**src/rtl/path_replayer.sv**
```systemverilog
// path_replayer
//   Drains a 2-bit direction stack through its pop interface into a local buffer,
//   then replays the captured moves over a valid/ready stream.
//
//   Default build: moves are replayed in original push order (forward path).
//   With RETURN_PATH_EN defined: moves are replayed in pop order, each direction
//   inverted (MSB flipped), giving the path back to the starting point.
//
// Ports
//   clk        rising-edge clock
//   rst        synchronous active-low reset
//   start      begin drain+replay, sampled only while idle
//   stk_empty  stack empty flag
//   stk_data   stack read data, valid the cycle after stk_pop
//   stk_pop    one-cycle pop request to the stack
//   move_dir   direction offered to the consumer
//   move_valid move_dir is valid
//   move_ready consumer accepts on valid & ready at a clock edge
//   busy       high whenever not idle
//   done       one-cycle pulse at the end of an operation
//   path_len   number of entries captured, held until the next start
//   err        overflow flag, sticky until the next accepted start
module path_replayer #(
    parameter int unsigned DEPTH = 16,
    parameter int unsigned DW    = 2
) (
    input  logic                       clk,
    input  logic                       rst,
    input  logic                       start,
    input  logic                       stk_empty,
    input  logic [DW-1:0]              stk_data,
    output logic                       stk_pop,
    output logic [DW-1:0]              move_dir,
    output logic                       move_valid,
    input  logic                       move_ready,
    output logic                       busy,
    output logic                       done,
    output logic [$clog2(DEPTH+1)-1:0] path_len,
    output logic                       err
);

    localparam int unsigned CW = $clog2(DEPTH + 1);
    localparam int unsigned IW = $clog2(DEPTH);

    localparam logic [2:0] StIdle    = 3'd0;
    localparam logic [2:0] StDrain   = 3'd1;
    localparam logic [2:0] StCapture = 3'd2;
    localparam logic [2:0] StReplay  = 3'd3;
    localparam logic [2:0] StFin     = 3'd4;

`ifdef RETURN_PATH_EN
    // Opposite direction is obtained by flipping the MSB (up<->down, right<->left).
    localparam logic [DW-1:0] DirFlip = DW'(1) << (DW - 1);
`endif

    logic [2:0]    state_q, state_d;
    logic [CW-1:0] count_q, count_d;
    logic [IW-1:0] index_q, index_d;
    logic [DW-1:0] move_dir_q, move_dir_d;
    logic          move_valid_q, move_valid_d;
    logic [CW-1:0] path_len_q, path_len_d;
    logic          err_q, err_d;

    logic [DW-1:0] buf_mem [DEPTH];
    logic          buf_we;

    assign buf_we = (state_q == StCapture);

    always_comb begin
        state_d      = state_q;
        count_d      = count_q;
        index_d      = index_q;
        move_dir_d   = move_dir_q;
        move_valid_d = move_valid_q;
        path_len_d   = path_len_q;
        err_d        = err_q;
        stk_pop      = 1'b0;

        case (state_q)
            StIdle: begin
                if (start) begin
                    state_d    = StDrain;
                    count_d    = '0;
                    err_d      = 1'b0;
                    path_len_d = '0;
                end
            end
            StDrain: begin
                if (stk_empty) begin
                    path_len_d = count_q;
                    if (count_q != '0) begin
                        state_d      = StReplay;
                        move_valid_d = 1'b1;
`ifdef RETURN_PATH_EN
                        index_d    = '0;
                        move_dir_d = buf_mem[0] ^ DirFlip;
`else
                        index_d    = IW'(count_q - CW'(1));
                        move_dir_d = buf_mem[IW'(count_q - CW'(1))];
`endif
                    end else begin
                        state_d = StFin;
                    end
                end else if (count_q == CW'(DEPTH)) begin
                    // Stack holds more than the buffer can keep: abort without replay.
                    err_d      = 1'b1;
                    path_len_d = count_q;
                    state_d    = StFin;
                end else begin
                    stk_pop = 1'b1;
                    state_d = StCapture;
                end
            end
            StCapture: begin
                count_d = count_q + CW'(1);
                state_d = StDrain;
            end
            StReplay: begin
                if (move_ready) begin
`ifdef RETURN_PATH_EN
                    if (index_q == IW'(count_q - CW'(1))) begin
                        move_valid_d = 1'b0;
                        state_d      = StFin;
                    end else begin
                        index_d    = index_q + IW'(1);
                        move_dir_d = buf_mem[index_q + IW'(1)] ^ DirFlip;
                    end
`else
                    if (index_q == '0) begin
                        move_valid_d = 1'b0;
                        state_d      = StFin;
                    end else begin
                        index_d    = index_q - IW'(1);
                        move_dir_d = buf_mem[index_q - IW'(1)];
                    end
`endif
                end
            end
            StFin: begin
                state_d = StIdle;
            end
            default: begin
                state_d = StIdle;
            end
        endcase
    end

    always_ff @(posedge clk) begin
        if (!rst) begin
            state_q      <= StIdle;
            count_q      <= '0;
            index_q      <= '0;
            move_dir_q   <= '0;
            move_valid_q <= 1'b0;
            path_len_q   <= '0;
            err_q        <= 1'b0;
        end else begin
            state_q      <= state_d;
            count_q      <= count_d;
            index_q      <= index_d;
            move_dir_q   <= move_dir_d;
            move_valid_q <= move_valid_d;
            path_len_q   <= path_len_d;
            err_q        <= err_d;
        end
    end

    // Buffer needs no reset; entries are always written before being read.
    // buf_mem[0] receives the top of stack, i.e. the most recently pushed move.
    always_ff @(posedge clk) begin
        if (buf_we) begin
            buf_mem[count_q[IW-1:0]] <= stk_data;
        end
    end

    assign move_dir   = move_dir_q;
    assign move_valid = move_valid_q;
    assign path_len   = path_len_q;
    assign err        = err_q;
    assign busy       = (state_q != StIdle);
    assign done       = (state_q == StFin);

endmodule

```
**config.mk**
```make
export PLATFORM = sky130hd
export DESIGN_NAME = path_replayer
export DESIGN_NICKNAME = d
export VERILOG_FILES = /design/src/rtl/path_replayer.sv
export SDC_FILE = /design/constraint.sdc
export NUM_CORES = 1
export LEC_CHECK = 0
export ABC_AREA = 0
export CAP_MARGIN = 15
export CORE_MARGIN = 5
export CORE_UTILIZATION = 31
export DETAILED_ROUTE_END_ITERATION = 10
export RECOVER_POWER = 100
export SLEW_MARGIN = 10
export SYNTH_ARGS = -nofsm -noshare
export SYNTH_HDL_FRONTEND = slang
export SYNTH_SLANG_ARGS = --single-unit
```
**constraint.sdc**
```tcl
create_clock -name clk -period 2.4 [get_ports clk]
set_input_delay 0.48 -clock clk [delete_from_list [all_inputs] [get_ports clk]]
set_output_delay 0.48 -clock clk [all_outputs]
set_load 0.03 [all_outputs]
```
== After elaboration in Yosys (flattened, before gate mapping) ==
Memory sizes are Yosys's and may differ from the RTL's.
Index checks and enable logic that the tools add are counted.

* Add/sub/neg operators: 3
* Equal/unequal tests: 14
* Mux-type cells: 36
* Reduce and logical (&&, ||, !) cells: 13

{| class="wikitable"
|+ Operator list
! operator !! number
|-
| $pmux W5 S2 || 2
|-
| $mux W3 || 6
|-
| $mux W4 || 4
|-
| $ne A2 B2 Y1 const B || 8
|-
| $mux W5 || 3
|-
| $mux W1 || 12
|-
| $pmux W3 S4 || 1
|-
| $reduce_and A5 Y1 || 2
|-
| $mux W2 || 4
|-
| $pmux W4 S2 || 1
|-
| $sub A4 B1 Y4 const B || 2
|-
| $eq A3 B2 Y1 const B || 2
|-
| $reduce_and A3 Y1 || 2
|-
| $reduce_bool A2 Y1 || 3
|-
| $add A5 B1 Y5 const B || 1
|-
| $eq A5 B5 Y1 const B || 1
|-
| $reduce_bool A5 Y1 || 1
|-
| $logic_not A4 Y1 || 1
|-
| $pmux W1 S2 || 2
|-
| $pmux W2 S2 || 1
|-
| $reduce_and A4 Y1 || 1
|-
| $eq A3 B1 Y1 const B || 1
|-
| $eq A3 B3 Y1 const B || 1
|-
| $logic_not A3 Y1 || 1
|-
| 3 further kinds || 3
|}

* Register bits: 21
* RAM bits: 32
* Output and inout port bits: 12
* Logic and storage cells: 74
* Memories: 1

{| class="wikitable"
|+ Memory list
! name !! words !! bits a word !! rd ports !! clocked after Yosys merged registers in !! write ports !! line !! text
|-
| buf_mem || 16 || 2 || 2 || 0 || 1 || 64 || <nowiki>logic [DW-1:0] buf_mem [DEPTH];</nowiki>
|}

== Longest topological paths before layout ==
Gate-level depths: netlist (run 1).
An unclocked memory read counts as a cell.

* Depth after elaboration: 5
* Mapped depth: 9

== Worst setup path before layout (run 1) ==
OpenSTA, ideal clock, no wires.

* Path kind: reg2out
* Start point: reg count_q[0]
* End point: out stk_pop
* Data arrival time: 1834 ps
* Data required time: 1920 ps
* Path slack: 86 ps
* Stages on the path, launching flop included: 6
* Path buffers: 1
* Cell sequence: dfxtp_1 > buf_6 > inv_1 > ha_1 > and4bb_2 > nor3_1

* Cells in the longest elaborated chain, start to end: 4

{| class="wikitable"
|+ Ends and longest elaborated chain
! item !! line !! text
|-
| start, declared || 57 || <nowiki>logic [CW-1:0] count_q, count_d;</nowiki>
|-
| start signal, assigned || 159 || <nowiki>count_q <= count_d;</nowiki>
|-
| $eq A5 B5 Y1 || 104 || <nowiki>end else if (count_q == CW'(DEPTH)) begin</nowiki>
|-
| $mux W1 || 104 ||
|-
| $mux W1 || 89 || <nowiki>if (stk_empty) begin</nowiki>
|-
| $mux W1 || 79 || <nowiki>case (state_q)</nowiki>
|-
| end, declared || 32 || <nowiki>output logic stk_pop,</nowiki>
|}

Every way passes these cells.

== Worst setup path after layout (run 1) ==
* Start point: reg state_q[1]
* End point: out busy

* Cells in the longest elaborated chain, start to end: 1

{| class="wikitable"
|+ Ends and longest elaborated chain
! item !! line !! text
|-
| start, declared || 56 || <nowiki>logic [2:0] state_q, state_d;</nowiki>
|-
| start signal, assigned || 150 || <nowiki>state_q <= StIdle;</nowiki>
|-
| start signal, assigned || 158 || <nowiki>state_q <= state_d;</nowiki>
|-
| $reduce_bool A3 Y1 || 180 || <nowiki>assign busy = (state_q != StIdle);</nowiki>
|-
| end, declared || 36 || <nowiki>output logic busy,</nowiki>
|}

Every way passes these cells.

==> out/results.ini, run 1 <==
[timing]
min_period_ns = 2.27
max_freq_mhz = 441
worstMarginPinSlew_ns = 0.715
setup_tns_ns = 0
post-route-period-util = 0.946
report.final.slew_viol_count = 0
finalSetupViolCount = 0
max_slew_margin = 0.522
timing.hold.ws_ns = 0.480
hold_viol_final = 0
rsz0062_at_grt = false
skew_ns = 0.00727

[layout]
fin_cells = 355
final_cell_mix = 32 x edfxtp_1, 22 x nor2_1, 21 x dfxtp_1, 20 x nand2_1
fin_nets = 259
drive_above_1_share = 0.121
fill_cells = 878
syn_to_final_growth_pct = 13.8
seq_area_mm2 = 0.00138
antenna_cells = 0
multiInputGateArea_mm2 = 0.00126
mostFrequentLayoutCell = edfxtp_1
fin_area_mm2 = 0.00313

[global_routing]
grt_pass1_vias = 1863
grt_overflow = 0
grt_pass1_wl_um = 9860
grt.total_usage = 0.111
grt_max_degree = 22
antenna_found_initial = 0

[yosys]
synthFlopType = edfxtp_1
seq_area_frac_synth = 0.503
synthTopCellsByArea = edfxtp_1 35%, dfxtp_1 15%, mux4_2 9.0%
synth_edf_count = 32
syn_area_mm2 = 0.00275
ys_ff_latch = 53
synthArstFlopShare = 0
yosys_warnings = 0
ys_types = 43
synth_top_area_cell = edfxtp_1
synth_top_area_frac = 0.350
synthCells = 226
syn_nets = 239
syn_avg_cell_area_um2 = 12.2

[detailed_routing]
routed_via_density = 5.08
wl_um = 5830
antenna_left = 0
avgRoutedWirePerCell_um = 16.4
drt_iter0_drc = 101
drtPass1Iterations = 4
vias = 1803
drcViolationCount = 0

[placed_design]
placedCellCount = 347
place.port_buffers = 18
placed_area_mm2 = 0.00305
hpwl_um = 4220
gp_congestion = 0.783

[clock_tree]
cts_resized = 0
cts.clk_slew.worst_paths_ns = 0.10
postCtsHoldBufs = 0
numCtsBuffers = 5
ctsHtreeMaxLevel = 2
post-cts-setup-buffer-count = 0
max-clock-path-buffers = 2
cts-root-buf = clkbuf_8
clk_latency_ns = 0.31
cts_tree = yes
clkSinkCount = 53

[setup_path]
cp-end-kind = primary output
crit_required_ns = 1.92
r2r-end = move_dir[0]$_SDFFE_PN0P_
r2r_setup_slack_ns = 0.23
crit_path_start_kind = flip-flop
worstRegToRegCells = 6
rr_startpoint = count_q[1]$_SDFFE_PN0P_
arrival_ns = 1.79
worstPathMaxFanout = 10
worstSetupPathType = reg -> out

[outcome]
status = finished clean

[floorplan]
core_area_mm2 = 0.00868
die_w_um = 104
die_h_um = 104
die_area_mm2 = 0.0108
io_pins = 19
initial_core_util = 0.316
fp-row-count = 34

[min_path]
holdCritPathClass = reg -> reg
worstHoldStart = move_valid$_SDFFE_PN0P_
min_to = move_valid$_SDFFE_PN0P_
hold_depth = 2

[pwr]
p_leak_nw = 1.03
peakVddDrop_v = 0.000236
powerDensity_mw_per_mm2 = 518

[run]
max_cap_viol_count = 0

==> report_power, final <==
part	switching (mW)	internal, mW
Sequential	0.00683	0.967
Combinational	0.0592	0.0417
Clock	0.327	0.219
==> cell type report <==
type                            count  area share
Inverter                            5     0.00600
Sequential cell                    53       0.442
Clock buffer                        5      0.0220
Multi-Input combinational cell    155       0.405
Clock inverter                      3     0.00921
Tap cell                          108      0.0432
Timing Repair Buffer               26      0.0729
==> flip-flops by register name, indices dropped and copies added, names as in the netlist <==
register and count:
count_q 5, index_q 4, move_dir 2, move_valid 1
buf_mem 32, path_len 5, err 1, state_q 3
==> worst max-delay path by stage <==
stage | start | slack, ns | cells after the start | endpoint
after floorplan | count_q[0]$_SDFFE_PN0P_ | 0.09 | 5 | stk_pop
after global placement | count_q[1]$_SDFFE_PN0P_ | 0.31 | 6 | move_dir[0]$_SDFFE_PN0P_
after detailed placement | count_q[1]$_SDFFE_PN0P_ | 0.24 | 6 | move_dir[0]$_SDFFE_PN0P_
after CTS | count_q[1]$_SDFFE_PN0P_ | 0.14 | 5 | stk_pop
after global routing | count_q[1]$_SDFFE_PN0P_ | 0.04 | 5 | stk_pop
final | state_q[1]$_SDFFE_PN0P_ | 0.13 | 2 | busy
==> cell usage after synthesis (2+ instances only) <==
cell	count
mux4_1	6
inv_1	5
nor2b_1	2
o21ai_0	6
dfxtp_1	21
clkbuf_1	6
a21oi_1	4
nand2_1	20
a22oi_1	2
a21boi_0	8
nor3_1	9
nand3_1	14
mux2i_1	8
mux4_2	11
nor2_1	22
or3b_2	2
xnor2_1	4
edfxtp_1	32
o21a_1	2
nand2b_1	2
nor3b_1	3
a31oi_1	2
buf_2	4
and2_1	5
nand3b_1	3
ha_1	6
==> layer usage <==
metal / wire [µm] / GRT usage / part of all wire
met4: 70 / 0.0333 / 0.012
met5: 0 / 0 / 0
met2: 2650 / 0.174 / 0.46
met1: 2890 / 0.154 / 0.50
met3: 211 / 0.0230 / 0.036
==> per-stage QoR <==
stage / util / power (mW) / setup WS (ns)
3_3_place_gp: 0.351 / 1.10 / 0.307
2_1_floorplan: - / 1.06 / 0.0857
6_report: 0.360 / 1.62 / 0.130
5_1_grt: 0.360 / 1.68 / 0.0394
4_1_cts: 0.363 / 1.64 / 0.144
3_5_place_dp: 0.351 / 1.10 / 0.242
==> critical path, cell delays in order (launching register included) <==
cell and delay, ns:
dfxtp_1 0.41, or3_1 0.39, dlygate4sd3_1 0.69
==> logic make-up (layout without fill, tap and decap cells) <==
kind of cell / count (synthesis) / after routing / share of synthesized area
compound gates: 30 / 30 / 0.0788
simple gates: 88 / 88 / 0.162
flops: 53 / 53 / 0.503
xor+xnor: 5 / 5 / 0.0159
fa+ha+maj: 6 / 6 / 0.0273
buf+inv: 18 / 39 / 0.0323
mux: 26 / 26 / 0.181
Note: power is estimated with default switching activity, not from simulation.
==> run 2: changes to the inputs <==
- TNS_END_PERCENT: unset -> 1
- clock period: 2.4 -> 2.12 ns (I/O delays scaled with it)
==> run 2 against run 1 <==
Against the previous run:
- core utilization rose by 0.76 points
- critical path depth rose by 4
- largest power group unchanged
- count of clock-buffer cells in the layout did not move
==> out/results.ini, run 2 (synthesis results as in run 1) <==
[timing]
setup_ws_ns = 0.131
setup_tns_ns = 0
hold_viol_final = 0
min_period_ns = 1.99
finalSetupViolCount = 0
post-route-period-util = 0.938
worstMarginPinSlew_ns = 0.550
rsz0062_at_grt = false
report.final.slew_viol_count = 0
max_slew_margin = 0.632
skew_ns = 0.00906
max_freq_mhz = 503

[detailed_routing]
wl_um = 5720
vias = 1844
drt_iter0_drc = 115
avgRoutedWirePerCell_um = 15.7
drtPass1Iterations = 4
drcViolationCount = 0
antenna_left = 0
routed_via_density = 5.07

[pwr]
swShare = 0.231
peakVddDrop_v = 0.000223
p_leak_nw = 1.06
powerDensity_mw_per_mm2 = 562
internal_power_mw = 1.38
clockPowerShare = 0.320
seq_power_share = 0.614
combinationalPowerShare = 0.066
total_power_mw = 1.79
p_switching_mw = 0.415

[layout]
fin_cells = 364
mostFrequentLayoutCell = edfxtp_1
fin_area_mm2 = 0.00319
multiInputGateArea_mm2 = 0.00128
drive_above_1_share = 0.156
fin_nets = 268
fill_cells = 883
antenna_cells = 0
final_cell_mix = 32 x edfxtp_1, 22 x nor2_1, 21 x dfxtp_1, 20 x nand2_1, 14 x nand3_1
syn_to_final_growth_pct = 16.2
seq_area_mm2 = 0.00138
largest_register_ffs = 32

[setup_path]
crit_required_ns = 2.33
cp-end-kind = flip-flop
crit_path_start_kind = flip-flop
crit_path_end = move_dir[0]$_SDFFE_PN0P_
rr_startpoint = count_q[1]$_SDFFE_PN0P_
worstPathMaxFanout = 8
crit_start = count_q[1]$_SDFFE_PN0P_
r2r_setup_slack_ns = 0.13
worstRegToRegCells = 6
worstSetupPathType = reg -> reg
r2r-end = move_dir[0]$_SDFFE_PN0P_
arrival_ns = 2.20

[floorplan]
core_area_mm2 = 0.00868
initial_core_util = 0.316
io_pins = 19
fp-row-count = 34
die_w_um = 104
die_area_mm2 = 0.0108
die_h_um = 104

[clock_tree]
ctsHtreeMaxLevel = 2
postCtsHoldBufs = 0
max-clock-path-buffers = 2
cts.clk_slew.worst_paths_ns = 0.10
numCtsBuffers = 5
cts_tree = yes
clkSinkCount = 53
cts_resized = 2
post-cts-setup-buffer-count = 0
clk_latency_ns = 0.31
cts-root-buf = clkbuf_8

[outcome]
status = finished clean

[placed_design]
gp_congestion = 0.785
placedCellCount = 356
dp_slack_ns = 0.142
hpwl_um = 4270
placed_area_mm2 = 0.00312
place.port_buffers = 18

[global_routing]
antenna_found_initial = 0
grt.total_usage = 0.110
grt_max_degree = 22
grt_pass1_wl_um = 9720
grt_pass1_vias = 1869
grt_overflow = 0

[run]
max_cap_viol_count = 0

[min_path]
holdCritPathClass = reg -> reg

run 2: cell count changes in the layout (fill, tap and decap cells not counted), sizes merged:
cell | before | now
clkbuf | 7 | 10
dlygate4sd2 | 0 | 2
inv | 7 | 6
buf | 7 | 13
dlygate4sd3 | 14 | 11
clkdlybuf4s50 | 3 | 4
clkinv | 1 | 0
clkinvlp | 0 | 2
run 2: power groups by stage:
stage	sequential [mW]	combinational, mW	clock [mW]
2_1_floorplan	1.12	0.0789	0
3_3_place_gp	1.12	0.125	0
3_5_place_dp	1.12	0.125	0
4_1_cts	1.10	0.124	0.587
5_1_grt	1.10	0.131	0.629
6_report	1.10	0.118	0.573
run 2: cell type report:
| type | count | share of cell area |
|---|---|---|
| clock buffer | 5 | 0.0216 |
| inverter | 5 | 0.00588 |
| sequential | 53 | 0.433 |
| tap | 108 | 0.0423 |
| timing repair buffer | 35 | 0.0894 |
| multi-input combinational | 155 | 0.401 |
| clock inverter | 3 | 0.00666 |
run 2: per-layer routing:
layer / track usage / share of wire / vias up
met1: 0.145 / 0.46 / 905
met5: 0 / 0 / -
met4: 0.0398 / 0.016 / 0
met2: 0.177 / 0.49 / 33
met3: 0.0248 / 0.032 / 6
li1: - / - / 900
run 2: worst max-delay path: stages, from the launching register on:
cell	delay (ns)
dfxtp_1	0.34
inv_1	0.06
ha_1	0.46
mux4_1	0.37
mux4_2	0.48
o22ai_2	0.13
nor2_1	0.06
run 2: stage by stage:
step | util | hold slack (ns)
floorplan | - | 0.466
global placement | 0.360 | 0.462
detailed placement | 0.360 | 0.458
CTS | 0.370 | 0.472
global route | 0.368 | 0.487
finish | 0.368 | 0.463
run 2: worst min path at each step:
stage | startpoint | end | depth (start not counted)
2_1_floorplan | index_q[1]$_SDFFE_PN0P_ | index_q[1]$_SDFFE_PN0P_ | 2
3_3_place_gp | move_valid$_SDFFE_PN0P_ | move_valid$_SDFFE_PN0P_ | 2
3_5_place_dp | move_valid$_SDFFE_PN0P_ | move_valid$_SDFFE_PN0P_ | 2
4_1_cts | move_valid$_SDFFE_PN0P_ | move_valid$_SDFFE_PN0P_ | 2
5_1_grt | move_valid$_SDFFE_PN0P_ | move_valid$_SDFFE_PN0P_ | 2
6_report | move_valid$_SDFFE_PN0P_ | move_valid$_SDFFE_PN0P_ | 2
